===== config.mk =====
export PLATFORM = sky130hd
export DESIGN_NAME = unified_mem_arbiter
export DESIGN_NICKNAME = d
export VERILOG_FILES = /design/src/rtl/unified_mem_arbiter.sv
export SDC_FILE = /design/constraint.sdc
export NUM_CORES = 1
export LEC_CHECK = 0
export BUFFER_PORTS_ARGS = -buffer_cell sky130_fd_sc_hd__buf_2
export CAP_MARGIN = 25
export CORE_ASPECT_RATIO = 1.1
export CORE_UTILIZATION = 35
export DETAILED_ROUTE_END_ITERATION = 10
export GPL_ROUTABILITY_DRIVEN = 0
export PLACE_DENSITY = 0.61
export SYNTH_ARGS = -nofsm -noshare
export SYNTH_HDL_FRONTEND = slang
export SYNTH_SLANG_ARGS = --single-unit

===== constraint.sdc =====
create_clock -name i_clk -period 5 [get_ports i_clk]
set_clock_uncertainty 0.15 [all_clocks]
set_input_delay 0.25 -clock i_clk [delete_from_list [all_inputs] [get_ports i_clk]]
set_output_delay 0.25 -clock i_clk [all_outputs]
set_load 0.005 [all_outputs]

===== src/rtl/unified_mem_arbiter.sv =====
// unified_mem_arbiter
//   Shares one single-ported memory between the instruction-fetch port and the
//   data (load/store) port. Each access runs IDLE -> ISSUE -> (WAIT_RD) -> RESP.
//   The requester sees a one-cycle done pulse in RESP.
//   Data wins by default; a streak counter lets fetch in after STARVE_LIMIT
//   consecutive data grants. A watchdog ends a read that never gets a response
//   and raises a sticky error.
// Ports
//   i_clk, i_rst                  clock, asynchronous active-high reset
//   i_if_req/i_if_addr            fetch request and address
//   o_if_done/o_if_rdata          fetch completion pulse and held read data
//   i_d_req/i_d_we/i_d_addr/
//   i_d_wdata                     data request, store enable, address, store data
//   o_d_done/o_d_rdata            data completion pulse and held load data
//   o_mem_req/o_mem_we/
//   o_mem_addr/o_mem_wdata        memory request side
//   i_mem_gnt/i_mem_rvalid/
//   i_mem_rdata                   memory grant and read response
//   o_err                         sticky watchdog error
module unified_mem_arbiter #(
    parameter int unsigned AW           = 32,
    parameter int unsigned DW           = 32,
    parameter int unsigned STARVE_LIMIT = 4,
    parameter int unsigned TIMEOUT      = 256
) (
    input  logic          i_clk,
    input  logic          i_rst,
    input  logic          i_if_req,
    input  logic [AW-1:0] i_if_addr,
    output logic          o_if_done,
    output logic [DW-1:0] o_if_rdata,
    input  logic          i_d_req,
    input  logic          i_d_we,
    input  logic [AW-1:0] i_d_addr,
    input  logic [DW-1:0] i_d_wdata,
    output logic          o_d_done,
    output logic [DW-1:0] o_d_rdata,
    output logic          o_mem_req,
    output logic          o_mem_we,
    output logic [AW-1:0] o_mem_addr,
    output logic [DW-1:0] o_mem_wdata,
    input  logic          i_mem_gnt,
    input  logic          i_mem_rvalid,
    input  logic [DW-1:0] i_mem_rdata,
    output logic          o_err
);

    localparam int unsigned SW = $clog2(STARVE_LIMIT + 1);
    localparam int unsigned WW = $clog2(TIMEOUT);

    typedef enum logic [1:0] {StIdle, StIssue, StWaitRd, StResp} state_e;

    state_e          state_q, state_d;
    logic            owner_q, owner_d;     // 1 = data port, 0 = fetch port
    logic            we_q, we_d;
    logic [AW-1:0]   addr_q, addr_d;
    logic [DW-1:0]   wdata_q, wdata_d;
    logic [SW-1:0]   streak_q, streak_d;
    logic [WW-1:0]   wdog_q, wdog_d;
    logic [DW-1:0]   if_rdata_q, if_rdata_d;
    logic [DW-1:0]   d_rdata_q, d_rdata_d;
    logic            err_q, err_d;
    logic            mem_req_q, mem_req_d;
    logic            if_done_q, if_done_d;
    logic            d_done_q, d_done_d;
    logic            d_win;

    // Fetch only overrides data once the data streak has hit the limit.
    assign d_win = i_d_req && !(i_if_req && (streak_q == SW'(STARVE_LIMIT)));

    always_comb begin
        state_d    = state_q;
        owner_d    = owner_q;
        we_d       = we_q;
        addr_d     = addr_q;
        wdata_d    = wdata_q;
        streak_d   = streak_q;
        wdog_d     = wdog_q;
        if_rdata_d = if_rdata_q;
        d_rdata_d  = d_rdata_q;
        err_d      = err_q;
        mem_req_d  = mem_req_q;
        if_done_d  = 1'b0;
        d_done_d   = 1'b0;

        unique case (state_q)
            StIdle: begin
                if (d_win) begin
                    owner_d   = 1'b1;
                    we_d      = i_d_we;
                    addr_d    = i_d_addr;
                    wdata_d   = i_d_wdata;
                    state_d   = StIssue;
                    mem_req_d = 1'b1;
                    if (!i_if_req) begin
                        streak_d = '0;
                    end else if (streak_q != SW'(STARVE_LIMIT)) begin
                        streak_d = streak_q + SW'(1);
                    end
                end else if (i_if_req) begin
                    owner_d   = 1'b0;
                    we_d      = 1'b0;
                    addr_d    = i_if_addr;
                    wdata_d   = '0;
                    state_d   = StIssue;
                    mem_req_d = 1'b1;
                    streak_d  = '0;
                end
            end
            StIssue: begin
                if (i_mem_gnt) begin
                    mem_req_d = 1'b0;
                    if (we_q) begin
                        state_d   = StResp;
                        d_done_d  = owner_q;
                        if_done_d = !owner_q;
                    end else begin
                        state_d = StWaitRd;
                        wdog_d  = '0;
                    end
                end
            end
            StWaitRd: begin
                if (i_mem_rvalid || (wdog_q == WW'(TIMEOUT - 1))) begin
                    // On timeout the owner gets zero data and the error sticks.
                    if (owner_q) begin
                        d_rdata_d = i_mem_rvalid ? i_mem_rdata : '0;
                    end else begin
                        if_rdata_d = i_mem_rvalid ? i_mem_rdata : '0;
                    end
                    err_d     = err_q | !i_mem_rvalid;
                    state_d   = StResp;
                    d_done_d  = owner_q;
                    if_done_d = !owner_q;
                end else begin
                    wdog_d = wdog_q + WW'(1);
                end
            end
            StResp: begin
                state_d = StIdle;
            end
            default: begin
                state_d = StIdle;
            end
        endcase
    end

    always_ff @(posedge i_clk or posedge i_rst) begin
        if (i_rst) begin
            state_q    <= StIdle;
            owner_q    <= 1'b0;
            we_q       <= 1'b0;
            addr_q     <= '0;
            wdata_q    <= '0;
            streak_q   <= '0;
            wdog_q     <= '0;
            if_rdata_q <= '0;
            d_rdata_q  <= '0;
            err_q      <= 1'b0;
            mem_req_q  <= 1'b0;
            if_done_q  <= 1'b0;
            d_done_q   <= 1'b0;
        end else begin
            state_q    <= state_d;
            owner_q    <= owner_d;
            we_q       <= we_d;
            addr_q     <= addr_d;
            wdata_q    <= wdata_d;
            streak_q   <= streak_d;
            wdog_q     <= wdog_d;
            if_rdata_q <= if_rdata_d;
            d_rdata_q  <= d_rdata_d;
            err_q      <= err_d;
            mem_req_q  <= mem_req_d;
            if_done_q  <= if_done_d;
            d_done_q   <= d_done_d;
        end
    end

    assign o_if_done   = if_done_q;
    assign o_if_rdata  = if_rdata_q;
    assign o_d_done    = d_done_q;
    assign o_d_rdata   = d_rdata_q;
    assign o_mem_req   = mem_req_q;
    assign o_mem_we    = we_q;
    assign o_mem_addr  = addr_q;
    assign o_mem_wdata = wdata_q;
    assign o_err       = err_q;

endmodule

==> results of run 1 <==
-- final cells by class --
cell class	instances	area [sq um]	share of cell area [%]
Sequential cell	147	3680	38.6
Multi-Input combinational cell	308	2520	26.5
Timing Repair Buffer	364	2360	24.7
Clock buffer	18	439	4.61
Tap cell	238	298	3.13
Clock inverter	14	190	2.00
Inverter	10	42.5	0.447
-- cells in the mapped netlist, types with 2 or more instances --
library cell | count | area (sq um)
sky130_fd_sc_hd__clkbuf_1 | 14 | 52.6
sky130_fd_sc_hd__buf_2 | 5 | 25.0
sky130_fd_sc_hd__a22o_1 | 34 | 298
sky130_fd_sc_hd__nand2b_1 | 5 | 31.3
sky130_fd_sc_hd__nand4_1 | 2 | 12.5
sky130_fd_sc_hd__o21ai_0 | 41 | 205
sky130_fd_sc_hd__a211oi_1 | 2 | 15.0
sky130_fd_sc_hd__mux2_1 | 13 | 146
sky130_fd_sc_hd__nand3_1 | 4 | 20.0
sky130_fd_sc_hd__mux2_4 | 30 | 450
sky130_fd_sc_hd__mux2_2 | 21 | 236
sky130_fd_sc_hd__nand2_1 | 41 | 154
sky130_fd_sc_hd__a21oi_1 | 5 | 25.0
sky130_fd_sc_hd__a31oi_1 | 4 | 25.0
sky130_fd_sc_hd__a32o_1 | 2 | 20.0
sky130_fd_sc_hd__buf_1 | 4 | 15.0
sky130_fd_sc_hd__and2_1 | 32 | 200
sky130_fd_sc_hd__and3_1 | 3 | 18.8
sky130_fd_sc_hd__mux2i_1 | 33 | 330
sky130_fd_sc_hd__a21o_1 | 3 | 22.5
sky130_fd_sc_hd__buf_6 | 6 | 67.6
sky130_fd_sc_hd__dfrtp_1 | 147 | 3680
sky130_fd_sc_hd__ha_1 | 7 | 87.6
sky130_fd_sc_hd__and4_1 | 2 | 17.5
sky130_fd_sc_hd__nor2_1 | 4 | 15.0
sky130_fd_sc_hd__inv_1 | 10 | 37.5
-- state kept, by name, indices dropped and copies added, names as in the netlist --
name         cells
wdog_q           8
o_mem_req        1
state_q          2
o_if_done        1
o_err            1
o_d_rdata       32
o_mem_wdata     32
o_d_done         1
streak_q         3
o_mem_addr      32
owner_q          1
o_if_rdata      32
o_mem_we         1
-- critical path: stages (launching register included) --
cell	delay, ns
sky130_fd_sc_hd__dfrtp_1	0.41
sky130_fd_sc_hd__inv_1	0.07
sky130_fd_sc_hd__ha_1	0.15
sky130_fd_sc_hd__nand3_1	0.09
sky130_fd_sc_hd__nand2_2	0.73
sky130_fd_sc_hd__mux2i_1	0.30
sky130_fd_sc_hd__dlygate4sd3_1	0.59
sky130_fd_sc_hd__o21ai_0	0.08
-- metal layers --
layer	global-route usage (%)	share of wire (%)	vias up
li1	-	-	2472
met1	21.3	41	2533
met2	30.2	50	211
met3	5.51	7.3	19
met4	5.63	1.5	0
met5	0	0	-
-- where the power goes --
group / internal, mW / switching [mW] / total (mW)
clock network: 0.818 / 0.533 / 1.35
logic: 0.988 / 0.798 / 1.79
registers: 1.72 / 0.301 / 2.02
-- metrics by stage --
stage | hold slack (ns) | setup slack [ns] | std cells
3_5_place_dp | 0.316 | 2.08 | 973
6_report | 0.00242 | 2.24 | 1099
4_1_cts | 0.000977 | 2.08 | 1096
2_1_floorplan | 0.233 | 0.649 | 495
3_3_place_gp | 0.311 | 2.20 | 972
5_1_grt | 0.00348 | 2.08 | 1099
-- logic make-up (layout without fill, tap and decap cells) --
logic type               count (synthesis)  in the layout  share of synthesized area, %
flip-flops                             147            147                          57.6
AO/OA/AOI/OAI                          103            103                          11.3
adder cells (fa/ha/maj)                  7              7                          1.37
multiplexers                            97             97                          18.2
buffers and inverters                   40            406                          3.21
AND/OR/NAND/NOR                        100            100                          8.20
XOR/XNOR                                 1              1                         0.137
-- worst max path at each step --
stage	from	endpoint	slack [ns]	depth (start not counted)
final	streak_q[0]$_DFFE_PP0P_	o_mem_addr[25]$_DFFE_PP0P_	2.24	7
after global routing	streak_q[0]$_DFFE_PP0P_	o_mem_addr[25]$_DFFE_PP0P_	2.08	7
after CTS	state_q[0]$_DFFE_PP0P_	o_d_rdata[21]$_DFFE_PP0P_	2.08	6
after detailed placement	state_q[0]$_DFFE_PP0P_	o_d_rdata[21]$_DFFE_PP0P_	2.08	6
after global placement	state_q[0]$_DFFE_PP0P_	o_d_rdata[21]$_DFFE_PP0P_	2.20	6
after floorplan	i_rst	o_d_done$_DFF_PP0_	0.65	1
-- repair_timing --
item,CTS,global route
hold buffers,91,0
endpoints found under the setup margin,0,0
resized for setup,0,0
hold endpoints to repair,167,0
-- cell usage in the layout (no fill, tap or decap), drive strengths merged, types with 2 or more instances in the layout --
cell	count
nand3	5
o21ai	41
nand4	3
a21o	3
a211oi	2
a31oi	4
a21oi	6
nor2	4
dlygate4sd3	91
and2	32
a32o	2
buf	273
dfrtp	147
mux2	64
nand2	42
clkbuf	18
clkinv	3
ha	7
and4	2
nand2b	5
bufinv	3
mux2i	33
a22o	34
and3	3
o31ai	2
o311ai	2
inv	18
==> parameters.txt, run 1 <==
Parameter                              Value

Layout
  Layout net count    990
  Area of all placed cells without fillers    0.00953 sq mm
  Share of the core filled with cells in the final layout    53.5%
  # diodes    0
  Ratio of cells with drive above 1 in the final layout    42.5%
  Area growth syn-to-layout    49.1%
  Number of fill cells in the layout    1535

Clocking
  Total number of clock tree sinks    147
  Root buffer cell    sky130_fd_sc_hd__clkbuf_16
  Clock input transition at the sequential cells of the worst setup and hold paths    0.07 ns
  CTS tree    done
  Postcts setup bufs    0
  Number of buffers between clock root and the deepest sink    2
  CTS H-Tree Depth    4
  Num CTS Buffers    17
  Clk_lat worst skew    0.41 ns

STA
  Worst Max-Slew Pin Slew    0.996 ns
  Final hold violation count    0
  Post-layout min period    2.76 ns
  Setup total negative slack    0 ns
  Setup-violating endpoint count in the final report    0
  Setup repair after global routing missed its margin    no
  Post-route fraction of the period consumed by the critical path    55.1%
  Max-slew headroom at the worst pin    33.4%
  Final number of max-transition violations    0
  Max Fclk    363 MHz

Power
  Power density normalized to cell area    541 mW/mm^2
  Peak supply drop    0.261 mV
  Leakage power    5.01 nW
  Post-layout total power    5.16 mW

Routing
  Post-detailed-routing wire length    16600 microns
  DRT antenna net count    0
  Remaining design rule violation count    0
  Starting DRT DRC Count    221
  Count of vias placed by the detailed router    5235
  Via density per instance    4.76
  Length of the first detailed-routing pass in iterations    5
  DR WL/cell    15.1 microns

Flow run
  Max-cap viol count    0

Placed design
  Placed cell areas    0.00792 sq mm
  Port Buffers    267
  Detailed placement HPWL    10800 microns

Floorplan
  Horizontal extent of the die    131 microns
  Die Height    144 microns
  Die Footprint    0.0188 sq mm
  Number of ports placed on the die boundary    268
  Standard cell core area    0.0178 sq mm
  Effective utilization at floorplan    35.9%
  Row count    51

Logic synthesis
  Most used flip-flop cell after synthesis    sky130_fd_sc_hd__dfrtp_1
  Unique cell type count in the Yosys netlist    47
  Post-Synthesis Mean Instance Area    12.9 sq um
  Cell area after synthesis    0.00639 sq mm
  Yosys warning total    0
  EDFF count, synth    0
  Sequential share of the synthesized area    57.6%
  Async set or reset register ratio after synthesis    100%
  Number of nets produced by synthesis    637
  Mapped Cells    495
  Number of synthesized register bits    147

Min path
  HP Class    in -> reg
  Hold_sp    i_d_addr[15]
  Min-Delay Path Depth    3
  Hold endpoint    o_mem_addr[15]$_DFFE_PP0P_

Global route
  Overflow left after global routing    0
  First-pass GRT wire length    25900 microns
  Initial antenna violation count    0
  Number of global-route vias before repair    5245
  All-Layer GR Usage    17.8%
  Maximum number of pins on one net before global-route repair    106

Critical path
  Endpoint arrival time on the critical path    2.87 ns
  R2R cell count    7
  Worst r2r dst    o_mem_addr[25]$_DFFE_PP0P_
  FF-to-FF setup slack    2.24 ns
  Critical path fanouts, max    32
  FF-to-FF Start    streak_q[0]$_DFFE_PP0P_
  Worst setup SP type    register
  Crit Path Category    reg -> reg
  Required arrival time at the worst endpoint    5.12 ns
  Sort of element at the end of the critical path    register

Outcome
  Result of the run    completed
No activity file was read; power rests on OpenSTA's default activity.
==> run 2, diff against run 1 <==
--- a/config.mk
+++ b/config.mk
@@ -11,7 +11,7 @@
 export CORE_UTILIZATION = 35
 export DETAILED_ROUTE_END_ITERATION = 10
 export GPL_ROUTABILITY_DRIVEN = 0
-export PLACE_DENSITY = 0.61
+export PLACE_DENSITY = 0.63
 export SYNTH_ARGS = -nofsm -noshare
 export SYNTH_HDL_FRONTEND = slang
 export SYNTH_SLANG_ARGS = --single-unit
==> constraint.sdc (replaced) <==
create_clock -name i_clk -period 2.45 [get_ports i_clk]
set_clock_uncertainty 0.15 [all_clocks]
set_input_delay 0.1225 -clock i_clk [delete_from_list [all_inputs] [get_ports i_clk]]
set_output_delay 0.1225 -clock i_clk [all_outputs]
set_load 0.005 [all_outputs]
==> parameters.txt, run 2 (synthesis gave the netlist of run 1 again) <==
Parameter                              Value

Placed design
  Placed cell areas    0.00805 sq mm (+1.6%)
  Detailed placement HPWL    11200 microns (+4.1%)
  Dpl ws    0.297 ns (-1.78 ns)
  Port Buffers    267 (unchanged)

Layout
  Most used cells in the layout excluding fill and tap cells    sky130_fd_sc_hd__buf_2, sky130_fd_sc_hd__dfrtp_1, sky130_fd_sc_hd__dlygate4sd3_1
  Most common cell after layout, fill and taps aside    sky130_fd_sc_hd__buf_2
  Layout net count    1041 (+5.2%)
  Ratio of cells with drive above 1 in the final layout    41.2% (-1.3 points)
  # diodes    0 (unchanged)
  Area of all placed cells without fillers    0.0100 sq mm (+5.0%)
  Area growth syn-to-layout    56.6%

Clocking
  CTS tree    done
  Total number of clock tree sinks    147 (unchanged)
  Postcts setup bufs    0 (unchanged)
  Root buffer cell    sky130_fd_sc_hd__clkbuf_16
  Number of buffers between clock root and the deepest sink    2 (unchanged)
  Clock input transition at the sequential cells of the worst setup and hold paths    0.06 ns (about the same)
  Num CTS Buffers    17 (unchanged)
  Clk_lat worst skew    0.41 ns (about the same)
  CTS H-Tree Depth    4 (unchanged)

Floorplan
  Standard cell core area    0.0178 sq mm (unchanged)
  Row count    51 (unchanged)
  Number of ports placed on the die boundary    268 (unchanged)
  Die Footprint    0.0188 sq mm (unchanged)
  Effective utilization at floorplan    35.9% (unchanged)
  Die Height    144 microns (unchanged)
  Horizontal extent of the die    131 microns (unchanged)

Critical path
  Worst r2r dst    o_mem_addr[30]$_DFFE_PP0P_
  Capturing element of the worst setup path    o_mem_addr[30]$_DFFE_PP0P_
  Required arrival time at the worst endpoint    2.59 ns (-2.53 ns)
  FF-to-FF setup slack    0.23 ns (-2.01 ns)
  Critical path fanouts, max    32 (unchanged)
  Cell type of the slowest stage on the worst timing path    sky130_fd_sc_hd__dlygate4sd3_1
  Crit-path max cell delay    0.57 ns (-0.16 ns)
  Endpoint arrival time on the critical path    2.35 ns (-0.52 ns)
  Crit Path Category    reg -> reg
  Worst setup SP type    register
  Ordered list of cells on the worst path    inv_1 -> ha_1 -> nand3_1 -> nand2_2 -> buf_12 -> mux2i_1 -> dlygate4sd3_1 -> o21ai_0
  R2R cell count    8 (+1)
  Crit path from    streak_q[0]$_DFFE_PP0P_
  Sort of element at the end of the critical path    register
  FF-to-FF Start    streak_q[0]$_DFFE_PP0P_

Power
  Peak supply drop    0.481 mV (+84%)
  Leakage power    5.22 nW (+4.1%)
  Combinational group share of total power    35.5% (+0.8 points)
  Reported net switching power    3.34 mW (+100%)
  Switching Share    31.2% (-0.45 points)
  Post-layout total power    10.7 mW (+110%)
  Proportion of power drawn by flip-flops and latches    38.6% (-0.5 points)
  Power density normalized to cell area    1070 mW/mm^2 (+97%)
  Clock network power share    25.9% (-0.3 points)
  Cell-internal power    7.35 mW (+110%)

STA
  Final hold violation count    0 (unchanged)
  Setup-violating endpoint count in the final report    0 (unchanged)
  Worst hold slack after final layout    0.00813 ns (+0.00572 ns)
  Max-slew headroom at the worst pin    66.2% (+33 points)
  Worst Max-Slew Pin Slew    0.506 ns (-0.490 ns)
  Final number of max-transition violations    0 (unchanged)
  Setup total negative slack    0 ns (unchanged)
  Setup repair after global routing missed its margin    no
  Worst Setup Slack, final    0.233 ns (-2.01 ns)
  Post-route fraction of the period consumed by the critical path    90.5% (+35 points)
  Max Fclk    451 MHz (+24%)
  Post-layout min period    2.22 ns (-0.539 ns)

Routing
  Remaining design rule violation count    0 (unchanged)
  Count of vias placed by the detailed router    5385 (+2.9%)
  Via density per instance    4.68 (-1.7%)
  Length of the first detailed-routing pass in iterations    4 (-1)
  Post-detailed-routing wire length    17300 microns (+4.0%)
  Starting DRT DRC Count    162 (-27%)
  DRT antenna net count    0 (unchanged)
  DR WL/cell    15.0 microns (-0.65%)

Outcome
  Result of the run    completed

Global route
  Number of global-route vias before repair    5542 (+5.7%)
  Initial antenna violation count    0 (unchanged)
  Overflow left after global routing    0 (unchanged)
  All-Layer GR Usage    18.8% (+0.98 points)
  First-pass GRT wire length    27100 microns (+4.7%)
  Maximum number of pins on one net before global-route repair    71 (-33%)

Flow run
  Max-cap viol count    0 (unchanged)

Min path
  Min-Delay Path Depth    3 (unchanged)
  HP Class    in -> reg
-- run 2: cell count changes in the layout (fill, tap and decap cells not counted) --
cell                            change
sky130_fd_sc_hd__buf_12             +3
sky130_fd_sc_hd__buf_16             -2
sky130_fd_sc_hd__buf_4             +10
sky130_fd_sc_hd__bufinv_16          +1
sky130_fd_sc_hd__clkbuf_1           +1
sky130_fd_sc_hd__clkbuf_8           -1
sky130_fd_sc_hd__clkinv_2           +1
sky130_fd_sc_hd__clkinv_4           -1
sky130_fd_sc_hd__clkinvlp_4         +3
sky130_fd_sc_hd__dlygate4sd3_1     +40
sky130_fd_sc_hd__inv_6              -2
sky130_fd_sc_hd__inv_8              -2
-- run 2: worst min path at each step --
stage / slack [ns] / endpoint / startpoint
CTS: 0.03 / o_mem_req$_DFFE_PP0P_ / i_mem_gnt
detailed placement: 0.13 / o_if_rdata[14]$_DFFE_PP0P_ / i_rst
global placement: 0.13 / o_if_rdata[14]$_DFFE_PP0P_ / i_rst
global route: 0.006 / owner_q$_DFFE_PP0P_ / i_d_req
finish: 0.008 / owner_q$_DFFE_PP0P_ / i_d_req
floorplan: 0.11 / o_mem_we$_DFFE_PP0P_ / i_d_we
-- run 2: critical path: cells and delay by family (launching register included) --
kind | cells | cell delay (ns)
buffers and inverters | 3 | 0.86
flip-flops | 1 | 0.41
multiplexers | 1 | 0.25
AND/OR/NAND/NOR | 2 | 0.19
adder cells (fa/ha/maj) | 1 | 0.14
AO/OA/AOI/OAI | 1 | 0.07
-- run 2: through the flow --
| step | cells | util, % |
|---|---|---|
| global route | 1150 | 56.2 |
| CTS | 1149 | 56.1 |
| global placement | 986 | 45.2 |
| detailed placement | 986 | 45.2 |
| finish | 1150 | 56.2 |
| floorplan | 495 | - |
-- run 2: power by group through the flow --
stage          clock network (mW)  logic [mW]  registers, mW
2_1_floorplan                   0        1.89           4.17
3_3_place_gp                    0        3.51           4.13
3_5_place_dp                    0        3.60           4.13
4_1_cts                      2.85        3.77           4.11
5_1_grt                      2.96        4.21           4.26
6_report                     2.77        3.79           4.12
-- run 2: layout make-up --
cell class,instances,area (sq um)
clock buffers,18,429
clock inverters,14,200
fillers,1477,7800
inverters,10,41.3
multi-input cells,308,2520
flip-flops and latches,147,3680
well taps,238,298
repair buffers,415,2840
-- run 2: routing by layer --
metal,up-vias,global-route usage (%),wire [microns]
met5,-,0,0
met4,0,8.89,507
met3,37,5.10,1210
met2,233,32.7,8290
met1,2540,21.1,7240
li1,2575,-,-
-- run 2: repair_timing --
item / CTS / global route
hold buffers: 131 / 0
hold endpoints to repair: 279 / 0
gates resized for setup: 0 / 0
